### config.mk
export PLATFORM = sky130hd
export DESIGN_NAME = div_32_seq
export DESIGN_NICKNAME = d
export VERILOG_FILES = /design/src/rtl/div_32_seq.sv
export SDC_FILE = /design/constraint.sdc
export NUM_CORES = 1
export LEC_CHECK = 0
export CORE_MARGIN = 10
export CORE_UTILIZATION = 30
export DETAILED_ROUTE_END_ITERATION = 6
export GPL_ROUTABILITY_DRIVEN = 0
export MAX_ROUTING_LAYER = met4
export PLACE_DENSITY = 0.52
export SLEW_MARGIN = 20
export SYNTH_ARGS = -nofsm -noshare
export SYNTH_HDL_FRONTEND = slang
export SYNTH_SLANG_ARGS = --single-unit
export TNS_END_PERCENT = 30
### constraint.sdc
create_clock -name clk -period 5.1 [get_ports clk]
set_input_delay 1.02 -clock clk [delete_from_list [all_inputs] [get_ports clk]]
set_output_delay 1.02 -clock clk [all_outputs]
set_load 0.01 [all_outputs]
### src/rtl/div_32_seq.sv
// rtl/div_32_seq.sv - 32-bit sequential restoring divider, one quotient bit per clock (optional signed mode: DIV_SIGNED_EN)
module div_32_seq (
    input  logic        clk,
    input  logic        rst,
    input  logic        start,
    input  logic        Sign,
    input  logic [31:0] X,
    input  logic [31:0] Y,
    output logic [31:0] Q,
    output logic [31:0] R,
    output logic        busy,
    output logic        done,
    output logic        DivZero
);

    typedef enum logic [1:0] {IDLE, CALC, FIN} state_t;

    state_t      state;
    logic [4:0]  cnt;
    logic [31:0] part;      // partial remainder (never exceeds the divisor, so 32 bits hold it)
    logic [31:0] quo;       // dividend shifting out, quotient shifting in
    logic [31:0] dvs;       // divisor magnitude
    logic [31:0] x_raw;     // original dividend, returned as remainder on divide by zero

    logic [32:0] part_sh;
    logic [32:0] trial;
    logic        q_bit;
    logic [31:0] x_mag;
    logic [31:0] y_mag;
    logic [31:0] q_fix;
    logic [31:0] r_fix;

`ifdef DIV_SIGNED_EN
    logic q_neg;
    logic r_neg;
    logic x_neg;
    logic y_neg;

    // Operand magnitudes when signed mode is requested
    always_comb begin
        x_neg = Sign & X[31];
        y_neg = Sign & Y[31];
        x_mag = x_neg ? (~X + 32'd1) : X;
        y_mag = y_neg ? (~Y + 32'd1) : Y;
    end

    // Sign fixups applied to the unsigned result
    always_comb begin
        q_fix = q_neg ? (~quo + 32'd1) : quo;
        r_fix = r_neg ? (~part + 32'd1) : part;
    end
`else
    logic unused_sign;
    assign unused_sign = Sign;

    // Unsigned-only build: operands and results pass straight through
    always_comb begin
        x_mag = X;
        y_mag = Y;
        q_fix = quo;
        r_fix = part;
    end
`endif

    // One restoring step: shift in next dividend bit, trial-subtract the divisor.
    // part < dvs keeps part_sh < 2*dvs, so bit 32 of the 33-bit difference is the borrow.
    always_comb begin
        part_sh = {part, quo[31]};
        trial   = part_sh - {1'b0, dvs};
        q_bit   = ~trial[32];
    end

    // Control FSM with registered results
    always_ff @(posedge clk) begin
        if (rst) begin
            state   <= IDLE;
            cnt     <= 5'd0;
            part    <= 32'd0;
            quo     <= 32'd0;
            dvs     <= 32'd0;
            x_raw   <= 32'd0;
            Q       <= 32'd0;
            R       <= 32'd0;
            busy    <= 1'b0;
            done    <= 1'b0;
            DivZero <= 1'b0;
`ifdef DIV_SIGNED_EN
            q_neg   <= 1'b0;
            r_neg   <= 1'b0;
`endif
        end else begin
            done <= 1'b0;
            case (state)
                IDLE: begin
                    if (start) begin
                        x_raw <= X;
                        quo   <= x_mag;
                        dvs   <= y_mag;
                        part  <= 32'd0;
                        cnt   <= 5'd0;
                        busy  <= 1'b1;
                        state <= CALC;
`ifdef DIV_SIGNED_EN
                        q_neg <= x_neg ^ y_neg;
                        r_neg <= x_neg;
`endif
                    end
                end
                CALC: begin
                    part <= q_bit ? trial[31:0] : part_sh[31:0];
                    quo  <= {quo[30:0], q_bit};
                    cnt  <= cnt + 5'd1;
                    if (cnt == 5'd31) begin
                        state <= FIN;
                    end
                end
                FIN: begin
                    if (dvs == 32'd0) begin
                        Q       <= 32'hFFFF_FFFF;
                        R       <= x_raw;
                        DivZero <= 1'b1;
                    end else begin
                        Q       <= q_fix;
                        R       <= r_fix;
                        DivZero <= 1'b0;
                    end
                    done  <= 1'b1;
                    busy  <= 1'b0;
                    state <= IDLE;
                end
                default: begin
                    state <= IDLE;
                end
            endcase
        end
    end

endmodule

==> metrics <==
Routed WL=28,700 µm; type of the worst min-delay path=register to register; Synthesis Warnings=0; count leader, synth=nand2_1; CTS tree=done; Final Skew=0.0105 ns; startpoint types=register; Slew headroom=34.6%; # fillers=3,308; largest net degree at the start of global routing=117; main combinational cell family by area after synthesis=simple AND/OR/NAND/NOR gates; die width=199 µm; mapped cell area=0.00957 mm²; post-layout util=38.1%; Post-DP Area=0.0113 mm²; Synth Area in Compound Gates=17.7%; number of global-route vias before repair=8,378; number of port buffers=133; share of layout cells above drive strength 1=5.48%; Final ANT Viol Nets=0; Clk Tree Root Cell=clkbuf_16; Hold-fix buffers, CTS=0; Worst-Margin Slew=0.981 ns; initial antenna violation count=0; Mapped Cells=1,201; die area=0.0394 mm²; wire length on met1=14,200 µm; Final Cycle Share=69.4%; H-Tree Depth=1; met2 WL=12,500 µm; top cell type's share of synthesized area=42.2%; post-synthesis sequential area ratio=42.2%; first-pass GRT wire length=46,100 µm; area occupied by multi-input gates=0.00506 mm²; leakage=0.00427 µW; grt ovf=0; Worst-path clk slew=0.06 ns; Final Max Slew Viols=0; chip height=199 µm; status=finished, final reports clean; routed via count=8,535; Post-synth EDFFs=0; list of most frequent post-synthesis cells=nand2_1 (255), dfxtp_1 (202), a21oi_1 (103); uppermost layer routed=met4; Worst Path Arrival=3.94 ns; Post-Synth Adder-Cell Area=4.65%; Setup TNS Final=0 ns; Synth Area per Inst=7.97 µm²; Max Root-Sink Buffers=3; drt drc=0; Post-CTS Setup Bufs=0; maximum clock rate=282 MHz; post-synthesis mux area share=6.08%; Finish-stage setup viols=0; Ports=135; pre-CTS worst setup slack=1.60 ns; xor-xnor portion of the synthesized cell area=2.56%; CP endpoint kind=register; Via density=4.97; HPWL after DPL=20,800 µm; max cap viols=0; library cells used by synthesis=55; met3 WL=1540 µm; PnR worst setup slack=1.56 ns; worst setup path class=register to register; overall routing resource usage=14.7%; Syn Nets=1,304; 1st-iter DRT viols=382; NumNets Final=1,400; fraction of registers with async set/reset=0%; post-layout min period=3.54 ns; Ant. Diodes=0; Worst Path Max Fanout=32; starting density of the core=30.3%; core area=0.0316 mm²; clk_lat worst skew=0.51 ns; post-synth top area cell=dfxtp_1; Worst IR Drop VDD=0.302 mV; unrepaired setup endpoints after global routing=false; TritonCTS buffer count=23; register area=0.00404 mm²; routed wire length per instance=16.7 µm; row count=65; post-route cell area=0.0120 mm²; area added between synthesis and finish=25.7%; Synth Area in Simple Gates=21.6%; post-synthesis register bit count=202; top cells by area, synth=dfxtp_1 (42%), nand2_1 (10%), mux2i_1 (6.0%); Post-CTS Resized=0; data required time of the worst path=5.50 ns; first drt pass iteration count=5; final hold vios=0; predominant post-synthesis flop cell=dfxtp_1; PD cells=528 mW/mm²; clock sink total=202
-- path summary, 6_finish.rpt --
kind | startpoint | to | slack, ns | depth (start not counted)
max reg2reg | q_fix[31] | part[0] | 1.56 | 13
max | q_fix[31] | part[0] | 1.56 | 13
min | x_raw[16] | x_raw[16] | 0.45 | 2
min reg2reg | x_raw[16] | x_raw[16] | 0.45 | 2
-- layer usage --
metal  GRT usage (%)  up-vias
li1                -     4377
met1            20.2     3956
met2            22.3      171
met3            2.16       31
met4            3.22        0
met5               -        -
-- stage by stage --
stage / cells / hold slack, ns / total power (µW)
2_1_floorplan: 1201 / 0.436 / 4210
3_3_place_gp: 1674 / 0.441 / 4680
3_5_place_dp: 1674 / 0.447 / 4690
4_1_cts: 1716 / 0.455 / 6400
5_1_grt: 1716 / 0.468 / 6790
6_report: 1716 / 0.453 / 6360
-- sequential cells by signal, indices dropped and copies added (netlist names) --
name	flops
DivZero	1
Q	32
R	32
busy	1
cnt	5
done	1
dvs	32
part	32
q_fix	32
state	2
x_raw	32
-- where the power goes --
group	internal [µW]	switching, µW	leakage, µW	total, µW
Sequential	1710	170	0.00164	1880
Clock	1020	668	0.000390	1690
Combinational	1220	1570	0.00224	2790
Total	3950	2410	0.00427	6360
-- cells by family after synthesis --
| family | after synthesis |
|---|---|
| AOI/OAI and AO/OA | 273 |
| xor gates and xnor gates | 28 |
| adders and majority gates | 35 |
| buffers and inverters | 119 |
| DFF | 202 |
| muxes | 58 |
| and+or+nand+nor | 486 |
-- layout by cell type, fill, tap and decap left out, types with 8 or more instances in the layout --
cell type	instances
xor2_1	12
xnor2_1	16
o21ai_1	22
inv_1	41
nor3_1	71
clkbuf_16	23
a211oi_1	35
a21o_1	9
o21a_1	10
mux2i_1	57
nand2_1	255
nor2_1	94
o211ai_1	8
nand4_1	9
a31oi_1	37
a21oi_1	103
nor4_1	8
ha_1	34
dfxtp_1	202
o21ai_0	17
clkdlybuf4s50_1	132
nand3_1	17
buf_4	14
-- final cells by class --
cell class / instances / area share (%)
clock buffer: 32 / 5.57
clock inverter: 10 / 0.895
inverter: 41 / 1.28
multi-input combinational: 880 / 42.1
sequential: 202 / 33.6
tap: 402 / 4.18
timing repair buffer: 149 / 12.4
-- worst max-delay path, cell delays in order (launching register included) --
cell and delay (ns):
dfxtp_1 0.36, inv_1 0.10, ha_1 0.17, inv_1 0.05
fa_1 0.43, a211oi_2 0.23, o21ai_2 0.13, o2111a_2 0.31
o2111a_2 0.30, or4_4 0.51, and3_1 0.15, buf_4 0.28
mux2i_1 0.18, a22o_1 0.19
Note: power is estimated with default switching activity, not from simulation.
